`src/rtl/lsu_pkg.sv`:
```
// Shared types and helpers for the load/store unit: FSM states, RV32I
// width encodings and funct3 legality/alignment checks.
package lsu_pkg;

  typedef enum logic [2:0] {
    IDLE   = 3'd0,
    LOAD   = 3'd1,
    RMW_RD = 3'd2,
    WRITE  = 3'd3,
    RESP   = 3'd4
  } lsu_state_t;

  localparam logic [2:0] F3_B  = 3'd0;
  localparam logic [2:0] F3_H  = 3'd1;
  localparam logic [2:0] F3_W  = 3'd2;
  localparam logic [2:0] F3_BU = 3'd4;
  localparam logic [2:0] F3_HU = 3'd5;

  function automatic logic isLegal(input logic store, input logic [2:0] funct3);
    if (store)
      return (funct3 == F3_B) || (funct3 == F3_H) || (funct3 == F3_W);
    else
      return (funct3 == F3_B) || (funct3 == F3_H) || (funct3 == F3_W) ||
             (funct3 == F3_BU) || (funct3 == F3_HU);
  endfunction

  // Halfwords need an even address, words a 4-byte-aligned one.
  function automatic logic isMisaligned(input logic [2:0] funct3, input logic [1:0] addr_lo);
    case (funct3)
      F3_H, F3_HU: return addr_lo[0];
      F3_W:        return addr_lo != 2'b00;
      default:     return 1'b0;
    endcase
  endfunction

endpackage

```
`src/rtl/lsu_load_align.sv`:
```
// Formats the raw memory word into an RV32I load result (sign/zero extension).
// Lane 0 is always the addressed byte, because memory returns addr..addr+3.
module lsu_load_align
  import lsu_pkg::*;
(
  input  logic [2:0]  funct3,
  input  logic [31:0] memRData,
  output logic [31:0] loadData
);

  always_comb begin
    loadData = 32'd0;
    case (funct3)
      F3_B:    loadData = {{24{memRData[7]}}, memRData[7:0]};
      F3_H:    loadData = {{16{memRData[15]}}, memRData[15:0]};
      F3_W:    loadData = memRData;
      F3_BU:   loadData = {24'd0, memRData[7:0]};
      F3_HU:   loadData = {16'd0, memRData[15:0]};
      default: loadData = 32'd0;
    endcase
  end

endmodule

```
`src/rtl/load_store_unit.sv`:
```
// RV32I load/store sequencer; sub-word stores become read-modify-write.
// Define LSU_MISALIGN_TRAP_EN to reject misaligned halfword/word accesses.
module load_store_unit
  import lsu_pkg::*;
#(
  parameter int MEM_AW = 12
) (
  input  logic        clk,
  input  logic        rstN,
  input  logic        reqValid,
  output logic        reqReady,
  input  logic        reqStore,
  input  logic [2:0]  reqFunct3,
  input  logic [31:0] reqAddr,
  input  logic [31:0] reqWData,
  output logic        respValid,
  input  logic        respReady,
  output logic [31:0] respData,
  output logic        respErr,
  output logic [31:0] memAddr,
  output logic [31:0] memWData,
  output logic        memRW,
  input  logic [31:0] memRData
);

  // The full 32-bit address goes out unchanged; memory wraps on its own.
  if (MEM_AW > 32) begin : g_aw_too_wide
  end

  lsu_state_t  state_reg, state_next;
  logic        store_reg;
  logic [2:0]  funct3_reg;
  logic [31:0] addr_reg;
  logic [31:0] wdata_reg;
  logic [31:0] merged_reg;
  logic [31:0] resp_data_reg;
  logic        resp_err_reg;
  logic [31:0] load_data;
  logic        accept;
  logic        req_err;

  assign accept = reqValid && (state_reg == IDLE);

`ifdef LSU_MISALIGN_TRAP_EN
  assign req_err = !isLegal(reqStore, reqFunct3) || isMisaligned(reqFunct3, reqAddr[1:0]);
`else
  assign req_err = !isLegal(reqStore, reqFunct3);
`endif

  lsu_load_align u_align (
    .funct3   (funct3_reg),
    .memRData (memRData),
    .loadData (load_data)
  );

  always_ff @(posedge clk or negedge rstN) begin
    if (!rstN) state_reg <= IDLE;
    else       state_reg <= state_next;
  end

  always_comb begin
    state_next = state_reg;
    case (state_reg)
      IDLE: begin
        if (reqValid) begin
          if (req_err)                 state_next = RESP;
          else if (!reqStore)          state_next = LOAD;
          else if (reqFunct3 == F3_W)  state_next = WRITE;
          else                         state_next = RMW_RD;
        end
      end
      LOAD:    state_next = RESP;
      RMW_RD:  state_next = WRITE;
      WRITE:   state_next = RESP;
      RESP:    if (respReady) state_next = IDLE;
      default: state_next = IDLE;
    endcase
  end

  always_comb begin
    reqReady  = (state_reg == IDLE);
    respValid = (state_reg == RESP);
    memRW     = (state_reg == WRITE);
    memAddr   = (state_reg == IDLE)  ? 32'd0 : addr_reg;
    memWData  = (state_reg == WRITE) ? merged_reg : 32'd0;
    respData  = resp_data_reg;
    respErr   = resp_err_reg;
  end

  // Response fields are cleared on accept so stores and errors report zero data.
  always_ff @(posedge clk or negedge rstN) begin
    if (!rstN) begin
      store_reg     <= 1'b0;
      funct3_reg    <= 3'd0;
      addr_reg      <= 32'd0;
      wdata_reg     <= 32'd0;
      merged_reg    <= 32'd0;
      resp_data_reg <= 32'd0;
      resp_err_reg  <= 1'b0;
    end else begin
      if (accept) begin
        store_reg     <= reqStore;
        funct3_reg    <= reqFunct3;
        addr_reg      <= reqAddr;
        wdata_reg     <= reqWData;
        merged_reg    <= reqWData;
        resp_data_reg <= 32'd0;
        resp_err_reg  <= req_err;
      end
      if (state_reg == LOAD)
        resp_data_reg <= load_data;
      if (state_reg == RMW_RD) begin
        if (funct3_reg == F3_H) merged_reg <= {memRData[31:16], wdata_reg[15:0]};
        else                    merged_reg <= {memRData[31:8],  wdata_reg[7:0]};
      end
    end
  end

endmodule

```
`config.mk`:
```
export PLATFORM = sky130hd
export DESIGN_NAME = load_store_unit
export DESIGN_NICKNAME = d
export VERILOG_FILES = /design/src/rtl/lsu_pkg.sv /design/src/rtl/lsu_load_align.sv /design/src/rtl/load_store_unit.sv
export SDC_FILE = /design/constraint.sdc
export NUM_CORES = 1
export LEC_CHECK = 0
export ABC_CLOCK_PERIOD_IN_PS = 1400
export CAP_MARGIN = 20
export CORE_MARGIN = 2
export CORE_UTILIZATION = 40
export CTS_CLUSTER_DIAMETER = 200
export CTS_CLUSTER_SIZE = 25
export DETAILED_ROUTE_END_ITERATION = 16
export PLACE_DENSITY = 0.76
export SYNTH_ARGS = -nofsm -noshare
export SYNTH_HDL_FRONTEND = slang
export SYNTH_SLANG_ARGS = --single-unit
```
`constraint.sdc`:
```
create_clock -name clk -period 1.4 [get_ports clk]
set_input_delay 0.14 -clock clk [delete_from_list [all_inputs] [get_ports clk]]
set_output_delay 0.14 -clock clk [all_outputs]
set_load 0.01 [all_outputs]
```
# [Yosys cells after proc, flatten, opt, wreduce, memory -nomap -nowiden]
# Cells that the tools add are included.
# Widths: inputs -> output; s select.
[op_classes] eq_ne=14 mux=15 n_reduce_logical=13
[ops] cell="$mux 32" n=6
[ops] cell="$pmux 32 s5" n=1
[ops] cell="$mux 16" n=1
[ops] cell="$eq 3x3->1 const B" n=5
[ops] cell="$eq 3x2->1 const B" n=4
[ops] cell="$pmux 3 s4" n=1
[ops] cell="$eq 3x1->1 const B" n=3
[ops] cell="$logic_not 3->1" n=3
[ops] cell="$mux 3" n=3
[ops] cell="$logic_or 1x1->1" n=4
[ops] cell="$reduce_bool 2->1" n=2
[ops] cell="$mux 1" n=2
[ops] cell="$mux 2" n=1
[ops] cell="$ne 2x1->1 const B" n=1
[ops] cell="$ne 2x2->1 const B" n=1
[ops] cell="$reduce_and 2->1" n=1
[ops] cell="$reduce_or 2->1" n=1
[ops] cell="$logic_and 1x1->1" n=1
[ops] cell="$logic_not 1->1" n=1
[word_totals] ff_bits=119 in_bits=104 output_inout_bits=100 word_cells=49

# [Depth between registers and ports, before layout]
# Gate-level depths: netlist of run 1.
[logic_depth] depth_word=9 mapped_depth=7 depth_no_buf=3

# [Modules after synthesis]
# From an unflattened synthesis of run 1, not the netlist that was laid out.
[hier_totals] hier_cells=554 area_unflattened_um2=6133.4
[modules_own_cells] mod="load_store_unit" instances=1 cells_each=483 area_per_inst_um2=5540.3
[modules_own_cells] mod="lsu_load_align" instances=1 cells_each=71 area_per_inst_um2=593.1

# [Worst setup path before layout of run 1]
# No wires, ideal clock.
[synth_timing] path_type="register to register" from="register state_reg[2]" to="register wdata_reg[10]" arrival_time_ns=1.430 t_required_ns=1.282 setup_slack_ns=-0.148 path_stages_with_launch=8 n_path_buf=4 period_less_slack_ns=1.548 path_cell_list="dfrtp_1 buf_6 or4b_4 buf_6 buf_6 buf_6 nand2_1 nand2_1"
[synth_via] elab_chain_len=2
[synth_lines] item="from (decl)" line="load_store_unit.sv:30" rtl="lsu_state_t state_reg, state_next;"
[synth_lines] item="from (signal assigned)" line="load_store_unit.sv:58" rtl="else state_reg <= state_next;"
[synth_lines] item="$logic_not 3->1" line="load_store_unit.sv:42" rtl="assign accept = reqValid && (state_reg == IDLE);"
[synth_lines] item="$logic_and 1x1->1" line="load_store_unit.sv:42"
[synth_lines] item="to (signal assigned)" line="load_store_unit.sv:105" rtl="wdata_reg <= reqWData;"
[synth_lines] item="to (decl)" line="load_store_unit.sv:34" rtl="logic [31:0] wdata_reg;"
# Every way passes these cells.
# A chain may end at the register's enable or synchronous reset.

# [Worst setup path in the final report of run 1]
[layout_timing] from="register state_reg[1]" to="register merged_reg[21]"
[layout_via] elab_chain_len=3 elab_cells_between_ends=5 classes_between="eq/ne (1); mux (1); reduce/logical (3)"
[layout_lines] item="$logic_not 3->1" line="load_store_unit.sv:42"
[layout_lines] item="$logic_and 1x1->1" line="load_store_unit.sv:42"
[layout_lines] item="$reduce_bool 2->1 (no source line)"
[layout_lines] item="to (signal assigned)" line="load_store_unit.sv:106" rtl="merged_reg <= reqWData;"
[layout_lines] item="to (signal assigned)" line="load_store_unit.sv:113" rtl="if (funct3_reg == F3_H) merged_reg <= {memRData[31:16], wdata_reg[15:0]};"
[layout_lines] item="to (signal assigned)" line="load_store_unit.sv:114" rtl="else merged_reg <= {memRData[31:8], wdata_reg[7:0]};"
[layout_lines] item="to (decl)" line="load_store_unit.sv:35" rtl="logic [31:0] merged_reg;"
# Parallel ways exist; a longest one is shown, timed or not.

==> flow_summary.yaml, run 1 <==
status:
  status: "complete, but fails checks"
  violations: "negative setup slack"
final_layout:
  syn2layout_area_growth_pct: 89.7
  drive_gt1_share_pct: 40.3
  diodes: 0
  utilization_pct: 76.8
  fin_area_sq_um: 10500
  nets: 967
routing:
  vias_per_cell: 5.56
  firstDrtPassIters: 5
  route.detailed.drc: 0
  detail_route.wl_per_cell_um: 22.0
  drt_iter0_markers: 397
  vias: 5871
  route.antenna.remaining_nets: 0
  drt_wl_total_mm: 23.2
synth:
  syn_avg_cell_area_sq_um: 9.40
  syn_area_sq_um: 5560
  synth_compound_area_share_pct: 13.8
  netlist_top_cells_area: "dfrtp_1, nand2_1, o2bb2ai_1"
  synth_top_area_share_pct: 53.6
  synthSimpleGateAreaFrac_pct: 24.3
  synth-xor-area-share_pct: 0
  async_reset_ff_share_pct: 100
  synth_top_family_by_area: "simple AND/OR/NAND/NOR gates"
  synth_edf_count: 0
  synth_mux_area_share_pct: 3.27
  synth_cell_type_count: 33
  synth_commonest_cells: "nand2_1, dfrtp_1, nor2b_1"
  synth.most_common_cell: "nand2_1"
  synth-seq-cells: 119
  yosys_warnings: 0
  syn_nets: 695
  synth_seq_area_share_pct: 53.6
  synth_flop_cell: "dfrtp_1"
  synth_fa_ha_area_share_pct: 0
  synthCells: 591
  yosysTopAreaCell: "dfrtp_1"
clock_network:
  cts_tree: "done"
  clk_latency_ns: 0.41
  cts_made_buffers: 17
  cts_sinks: 119
  clock-root-buffer: "clkbuf_16"
  cts_max_path_buffers: 2
  htreeDepth: 4
  clk_pin_slew_worst_paths_ns: 0.06
grt:
  grt_pass1_vias: 5748
  grt_max_degree: 51
  antenna_found_initial: 0
  grt_overflow: 0
  track_usage_pct: 27.3
  grt_first_pass_wirelength_mm: 30.7
pwr:
  switching_share_pct: 37.6
  power.internal_w: 0.0146
  vdd_drop_max_mv: 1.26
  power.share.sequential_pct: 27.2
  p_switching_w: 0.00879
  power_w: 0.0234
  cellPowerDensity_nw_per_um2: 2220
  pwr-share-comb_pct: 51.7
  power_frac_clock_pct: 21.1
  leakage_nw: 4.98
critical_path:
  required_ns: 1.68
  r2r_end: "merged_reg[21]"
  worst_r2r_path_depth: 7
  cp-start-kind: "flop"
  rr_startpoint: "state_reg[1]"
  ff2ff_setup_slack_ns: -0.52
  arrival_ns: 2.20
  end_kind: "flop"
  crit_type: "reg -> reg"
  cp_max_fo: 6
floorplan:
  fp.dieW_um: 122
  core_sq_um: 13700
  rows: 43
  die_h_um: 122
  initial_core_util_pct: 40.5
  io_pins: 204
  dieArea_sq_um: 14800
worst_hold_path:
  worstHoldPathType: "in -> async"
flow_run:
  maxCapViolCount: 0
sta:
  setup_ws_ns: -0.521
  worst_hold_slack_ns: 0.136
  rsz0062_at_grt: "true"
  fmax_mhz: 521
  finClkSkew_ns: 0.00610
  hold_viol: 0
  slew_headroom_pct: 71.0
  post-route-period-util_pct: 137
  finalCriticalPeriod_ns: 1.92
  setup_viol: 183
  slew_violations: 0
  worst_pin_slew_ns: 0.435
place:
  gp_congestion: 0.878
  pre_cts_slack_ns: -0.321
  dp_hpwl_mm: 11.8
  numPortBuffers: 203
  place_area_sq_um: 8060
[placed cells by master, fill, tap and decap left out, types with 19 or more instances in the layout]
master	n
clkbuf_16	25
clkdlybuf4s50_1	102
nand2_2	36
buf_2	27
a22oi_1	21
dlygate4sd2_1	33
nor2b_1	19
buf_6	63
buf_4	25
and2_4	24
nand2_1	141
buf_12	25
dfrtp_1	118
[kinds of logic (layout without fill, tap and decap cells)]
logic type / count (synthesis) / in the layout
AOI/OAI and AO/OA: 98 / 98
and+or+nand+nor: 301 / 302
DFF: 119 / 119
buffers and inverters: 56 / 340
muxes: 17 / 17
[power groups by stage]
| stage | clock, W | sequential [W] | combinational [W] |
|---|---|---|---|
| 2_1_floorplan | 0 | 0.00588 | 0.00422 |
| 6_report | 0.00493 | 0.00636 | 0.0121 |
| 3_5_place_dp | 0 | 0.00600 | 0.00792 |
| 4_1_cts | 0.00492 | 0.00603 | 0.00924 |
| 5_1_grt | 0.00511 | 0.00650 | 0.0128 |
| 3_3_place_gp | 0 | 0.00593 | 0.00768 |
[metrics by stage]
| step | instances | TNS [ns] |
|---|---|---|
| finish | 1056 | -69.79 |
| global route | 1056 | -76.11 |
| CTS | 1036 | -62.00 |
| detailed placement | 970 | -38.60 |
| global placement | 970 | -35.96 |
| floorplan | 591 | -9.31 |
[what timing repair did]
action | CTS | global route
pin swaps | 33 | 64
gates cloned | 12 | 14
gates resized for setup | 415 | 211
endpoints found under the setup margin | 216 | 183
hold endpoints to repair | 119 | 0
setup buffers | 21 | 12
hold buffers | 1 | 0
[routing by layer]
metal / vias up / track usage, % / part of all wire [%]
met5: - / 0 / 0
met4: 0 / 10.5 / 3.5
met3: 68 / 6.18 / 7.0
met2: 306 / 47.0 / 52
met1: 2944 / 33.3 / 38
li1: 2553 / - / -
[critical path, stage by stage, from the launching register on]
cell,delay (ns)
dfrtp_1,0.39
buf_6,0.13
buf_6,0.11
buf_6,0.12
or4b_4,0.65
clkbuf_16,0.22
nand2_2,0.08
a31oi_1,0.08
[final cells by class]
class	count	area [sq um]
clock buffer	24	502
clock inverter	8	165
fill	831	3180
inverter	11	46.3
multi-input combinational	417	3290
sequential	119	2980
tap	180	225
timing repair buffer	297	3340
[worst max-delay path by stage]
stage                       startpoint              to  slack [ns]  cells after the start
after floorplan           state_reg[2]   wdata_reg[10]       -0.15                      7
after global placement    state_reg[2]    memWData[14]       -0.28                      5
after detailed placement  state_reg[2]     memWData[8]       -0.32                      5
after CTS                 state_reg[1]  merged_reg[12]       -0.48                      7
after global routing      state_reg[1]  merged_reg[21]       -0.56                      7
final                     state_reg[1]  merged_reg[21]       -0.52                      7
Note: power is estimated with default switching activity, not from simulation.
==> run 2: changes to the inputs <==
--- a/config.mk
+++ b/config.mk
@@ -7,7 +7,6 @@
 export LEC_CHECK = 0
 export ABC_CLOCK_PERIOD_IN_PS = 1400
 export CAP_MARGIN = 20
-export CORE_MARGIN = 2
 export CORE_UTILIZATION = 40
 export CTS_CLUSTER_DIAMETER = 200
 export CTS_CLUSTER_SIZE = 25
==> run 2 against run 1 <==
Effect of this change:
- the flow still finishes with violations (negative setup slack)
- cell count fell by 1.0%
- sequential share of layout area increased by 0.45 points
- worst setup slack improved by 0.063 ns
- utilization rose by 0.59 points
- critical endpoint is now memWData[11]
- largest power group unchanged
- highest routed layer unchanged
==> flow_summary.yaml, run 2 (synthesis gave the netlist of run 1 again) <==
routing:
  firstDrtPassIters: 5
  route.antenna.remaining_nets: 0
  routed-wl-met3_mm: 1.38
  wl_met2_mm: 10.9
  drt_wl_total_mm: 21.6
  m1WireLength_mm: 8.73
  route.detailed.drc: 0
  vias: 5749
  vias_per_cell: 5.50
  drt_iter0_markers: 421
  highest_layer: "met4"
  detail_route.wl_per_cell_um: 20.6
final_layout:
  nets: 962
  drive_gt1_share_pct: 42.7
  mostFrequentLayoutCells: "dfrtp_1, clkdlybuf4s50_1, nand2_1"
  diodes: 0
  syn2layout_area_growth_pct: 86.7
  stdcell_count: 1045
  fillers: 822
  final_common_cell: "dfrtp_1"
floorplan:
  fp.dieW_um: 120
  die_h_um: 120
  io_pins: 204
  rows: 42
  core_sq_um: 13400
  initial_core_util_pct: 41.5
  dieArea_sq_um: 14400
pwr:
  power_frac_clock_pct: 19.0
  cellPowerDensity_nw_per_um2: 2210
  pwr-share-comb_pct: 53.3
  power.internal_w: 0.0144
  power.share.sequential_pct: 27.7
  leakage_nw: 5.29
  p_switching_w: 0.00860
  switching_share_pct: 37.4
  vdd_drop_max_mv: 1.31
critical_path:
  crit_type: "reg -> out"
  arrival_ns: 1.72
  rr_startpoint: "state_reg[1]"
  crit_top_cell: "buf_6"
  crit_slowest_cell: "dfrtp_1"
  required_ns: 1.26
  cp_cell_sequence: "buf_6, nand2b_4, nor2_4, buf_6, clkbuf_16, and2_4, buf_6"
  worst_r2r_path_depth: 6
  cp-start-kind: "flop"
  end_kind: "output port"
  r2r_end: "merged_reg[30]"
  cp_max_fo: 6
  max_stage_delay_ns: 0.41
  ff2ff_setup_slack_ns: -0.43
clock_network:
  cts_max_path_buffers: 2
  cts_made_buffers: 17
  clk_pin_slew_worst_paths_ns: 0.05
  cts_tree: "done"
  clock-root-buffer: "clkbuf_16"
  clk_latency_ns: 0.41
  cts_sinks: 119
  htreeDepth: 4
sta:
  setup-tns-final_ns: -65.31
  worst_pin_slew_ns: 0.610
  slew_headroom_pct: 59.3
  slew_violations: 0
  fmax_mhz: 538
  finalCriticalPeriod_ns: 1.86
  rsz0062_at_grt: "true"
  post-route-period-util_pct: 133
  setup_viol: 183
  hold_viol: 0
  setup_ws_ns: -0.458
  finClkSkew_ns: 0.00744
grt:
  grt_pass1_vias: 5540
  track_usage_pct: 26.8
  grt_overflow: 0
  grt_first_pass_wirelength_mm: 29.2
  antenna_found_initial: 0
  grt_max_degree: 85
place:
  gp_congestion: 0.893
  place_inst: 966
  numPortBuffers: 203
  dp_hpwl_mm: 11.7
worst_hold_path:
  worstHoldPathType: "in -> reg"
  holdPathStages: 3
  min_to: "addr_reg[2]"
  min_from: "reqAddr[2]"
status:
  violations: "negative setup slack"
  status: "complete, but fails checks"
flow_run:
  maxCapViolCount: 0
[run 2: changes by cell type in the layout (fill, tap and decap cells not counted), moves of 7 or more]
cell,previous run,this run
nand2_2,36,63
o2bb2ai_1,0,11
and2_4,24,13
dlymetal6s2s_1,0,33
buf_2,27,34
nand2_1,141,101
and2_1,0,11
nand2_4,16,29
o2bb2ai_4,13,0
dlygate4sd2_1,33,0
[run 2: worst max path at each step]
| stage | to | slack [ns] | depth (start not counted) | startpoint |
|---|---|---|---|---|
| 3_5_place_dp | memWData[31] | -0.37 | 5 | state_reg[2] |
| 4_1_cts | memAddr[23] | -0.44 | 7 | state_reg[2] |
| 5_1_grt | memWData[11] | -0.50 | 7 | state_reg[2] |
| 3_3_place_gp | memWData[10] | -0.29 | 5 | state_reg[2] |
| 6_report | memWData[11] | -0.46 | 7 | state_reg[2] |
| 2_1_floorplan | wdata_reg[10] | -0.15 | 7 | state_reg[2] |
[run 2: power groups by stage]
stage	logic (W)	clock network [W]	registers, W
after floorplan	0.00422	0	0.00588
after detailed placement	0.00801	0	0.00601
after global placement	0.00774	0	0.00593
after CTS	0.00958	0.00440	0.00598
final	0.0122	0.00436	0.00637
after global routing	0.0129	0.00461	0.00652
[run 2: through the flow]
step	hold WS [ns]	util (%)	setup WS, ns	power, W	cell area [sq um]
2_1_floorplan	-0.156	-	-0.148	0.0101	5590
3_3_place_gp	0.218	60.1	-0.291	0.0137	8060
3_5_place_dp	0.220	60.1	-0.365	0.0140	8060
4_1_cts	0.249	67.8	-0.439	0.0200	9090
5_1_grt	0.280	77.4	-0.497	0.0240	10400
6_report	0.265	77.4	-0.458	0.0230	10400
[run 2: timing repair]
action	4_1_cts	5_1_grt
setup endpoints to repair	216	216
hold buffers	1	0
gates resized for setup	322	310
gates cloned	15	11
pin swaps	5	104
hold endpoints to repair	119	0
buffers inserted	21	11
[run 2: metal layers]
layer | global-route usage, % | vias to the layer above
li1 | - | 2545
met1 | 34.6 | 2858
met2 | 43.8 | 299
met3 | 6.04 | 47
met4 | 9.92 | 0
met5 | 0 | -
[run 2: critical path, delay by kind of cell, from the launching register on]
kind          cells  cell delay (ns)
buf+inv           4             0.50
flops             1             0.41
simple gates      3             0.39
[run 2: area by class of cell]
class / instances / area [sq um] / share of cell area [%]
Sequential cell: 119 / 2980 / 28.7
Clock inverter: 7 / 92.6 / 0.893
Timing Repair Buffer: 292 / 3300 / 31.8
Tap cell: 176 / 220 / 2.12
Multi-Input combinational cell: 417 / 3230 / 31.1
Inverter: 11 / 43.8 / 0.422
Clock buffer: 23 / 508 / 4.90
==> run 3: changes to the inputs <==
--- a/config.mk
+++ b/config.mk
@@ -8,6 +8,7 @@
 export ABC_CLOCK_PERIOD_IN_PS = 1400
 export CAP_MARGIN = 20
 export CORE_UTILIZATION = 40
+export CTS_BUF_LIST = sky130_fd_sc_hd__clkbuf_4 sky130_fd_sc_hd__clkbuf_8
 export CTS_CLUSTER_DIAMETER = 200
 export CTS_CLUSTER_SIZE = 25
 export DETAILED_ROUTE_END_ITERATION = 16
==> run 3 against run 2 <==
Effect of this change:
- the run still ends with negative setup slack left
- via count increased by 0.47%
- critical path depth fell by 1
- critical endpoint is now memAddr[9]
- utilization shrank 4.4 points
==> flow_summary.yaml, run 3 (synthesis gave the netlist of run 1 again) <==
status:
  status: "complete, but fails checks"
  violations: "negative setup slack"
critical_path:
  cp-start-kind: "flop"
  r2r_end: "merged_reg[19]"
  cp_max_fo: 8
  arrival_ns: 1.69
  ff2ff_setup_slack_ns: -0.43
  required_ns: 1.26
  worst_r2r_path_depth: 6
  end_kind: "output port"
  crit_slowest_cell: "dfrtp_1"
  max_stage_delay_ns: 0.40
  crit_type: "reg -> out"
  path_delay_family: "buffers and inverters"
  crit_top_cell: "buf_6"
  cp_cell_sequence: "buf_6, nor3_4, buf_6, buf_12, nor2b_1, buf_2"
  rr_startpoint: "state_reg[1]"
  critPathBufInv: 4
worst_hold_path:
  min_from: "reqAddr[31]"
  min_to: "addr_reg[31]"
  holdPathStages: 3
  worstHoldPathType: "in -> reg"
routing:
  route.detailed.drc: 0
  route.antenna.remaining_nets: 0
  vias_per_cell: 5.56
  detail_route.wl_per_cell_um: 20.9
  firstDrtPassIters: 6
  drt_iter0_markers: 435
  drt_wl_total_mm: 21.7
  vias: 5776
floorplan:
  rows: 42
  fp.dieW_um: 120
  dieArea_sq_um: 14400
  io_pins: 204
  die_h_um: 120
  core_sq_um: 13400
  initial_core_util_pct: 41.5
final_layout:
  final_common_cell: "dfrtp_1"
  fillers: 897
  nets: 956
  regArea_sq_um: 2980
  diodes: 0
  stdcell_count: 1039
  multi_input_area_sq_um: 3060
  drive_gt1_share_pct: 39.4
  syn2layout_area_growth_pct: 76.1
  mostFrequentLayoutCells: "dfrtp_1, nand2_1, clkdlybuf4s50_1"
place:
  gp_congestion: 0.893
  place_inst: 966
  numPortBuffers: 203
  dp_hpwl_mm: 11.7
  pre_cts_slack_ns: -0.365
grt:
  grt_overflow: 0
  track_usage_pct: 26.5
  grt_first_pass_wirelength_mm: 29.1
  grt_max_degree: 85
  antenna_found_initial: 0
  grt_pass1_vias: 5582
clock_network:
  cts_max_path_buffers: 2
  clk_pin_slew_worst_paths_ns: 0.07
  cts_sinks: 119
  clock-root-buffer: "clkbuf_8"
  cts_tree: "done"
  htreeDepth: 4
  clk_latency_ns: 0.43
  cts_made_buffers: 17
pwr:
  power.internal_w: 0.0126
  pwr-share-comb_pct: 54.9
  power_frac_clock_pct: 15.4
  cellPowerDensity_nw_per_um2: 2120
  switching_share_pct: 39.0
  vdd_drop_max_mv: 1.02
  power.share.sequential_pct: 29.8
  leakage_nw: 5.12
  power_w: 0.0207
  p_switching_w: 0.00809
sta:
  slew_violations: 0
  worst_pin_slew_ns: 0.647
  setup_viol: 183
  finClkSkew_ns: 0.00805
  setup_ws_ns: -0.434
  rsz0062_at_grt: "true"
  finalCriticalPeriod_ns: 1.83
  slew_headroom_pct: 56.7
  setup-tns-final_ns: -64.94
  hold_viol: 0
  fmax_mhz: 545
  post-route-period-util_pct: 131
flow_run:
  maxCapViolCount: 0
## run 3: power groups by stage
stage                     Combinational (W)  Sequential [W]  Clock, W
final                                0.0114         0.00617   0.00319
after global placement              0.00774         0.00593         0
after global routing                 0.0120         0.00632   0.00342
after detailed placement            0.00801         0.00601         0
after floorplan                     0.00422         0.00588         0
after CTS                           0.00913         0.00597   0.00321
## run 3: layout make-up
type | instances | area share [%]
clock buffers | 23 | 3.24
clock inverters | 7 | 0.946
inverters | 11 | 0.422
multi-input cells | 417 | 31.3
flip-flops and latches | 119 | 30.4
well taps | 176 | 2.25
repair buffers | 286 | 31.4
## run 3: through the flow
stage	utilization (%)	hold WS (ns)	cell area, sq um
after detailed placement	60.1	0.220	8060
after CTS	65.2	0.222	8740
after global routing	73.0	0.238	9780
final	73.0	0.245	9780
after global placement	60.1	0.218	8060
after floorplan	-	-0.156	5590
## run 3: how the worst max path moves through the flow
stage	end	slack [ns]	cells past startpoint	start
6_report	memAddr[9]	-0.43	6	state_reg[1]
5_1_grt	memAddr[3]	-0.51	6	state_reg[1]
4_1_cts	memAddr[23]	-0.47	7	state_reg[2]
3_5_place_dp	memWData[31]	-0.37	5	state_reg[2]
3_3_place_gp	memWData[10]	-0.29	5	state_reg[2]
2_1_floorplan	wdata_reg[10]	-0.15	7	state_reg[2]
## run 3: layer usage
metal	up-vias	track usage [%]	wire, um
li1	2535	-	-
met1	2887	32.8	8440
met2	308	44.4	11000
met3	46	7.08	1640
met4	0	9.45	615
met5	-	0	0
## run 3: worst register-to-register path, cell delays in order (launching register included)
cell	delay, ns
dfrtp_1	0.40
buf_6	0.14
buf_4	0.14
or4b_4	0.64
clkbuf_16	0.22
nand2_2	0.07
a31oi_1	0.09
## run 3: timing repair
action	4_1_cts	5_1_grt
endpoints found under the hold margin	119	0
resized for setup	328	223
buffers inserted	17	5
setup endpoints to repair	216	216
pin swaps	3	86
hold buffers	1	0
cloned	12	16
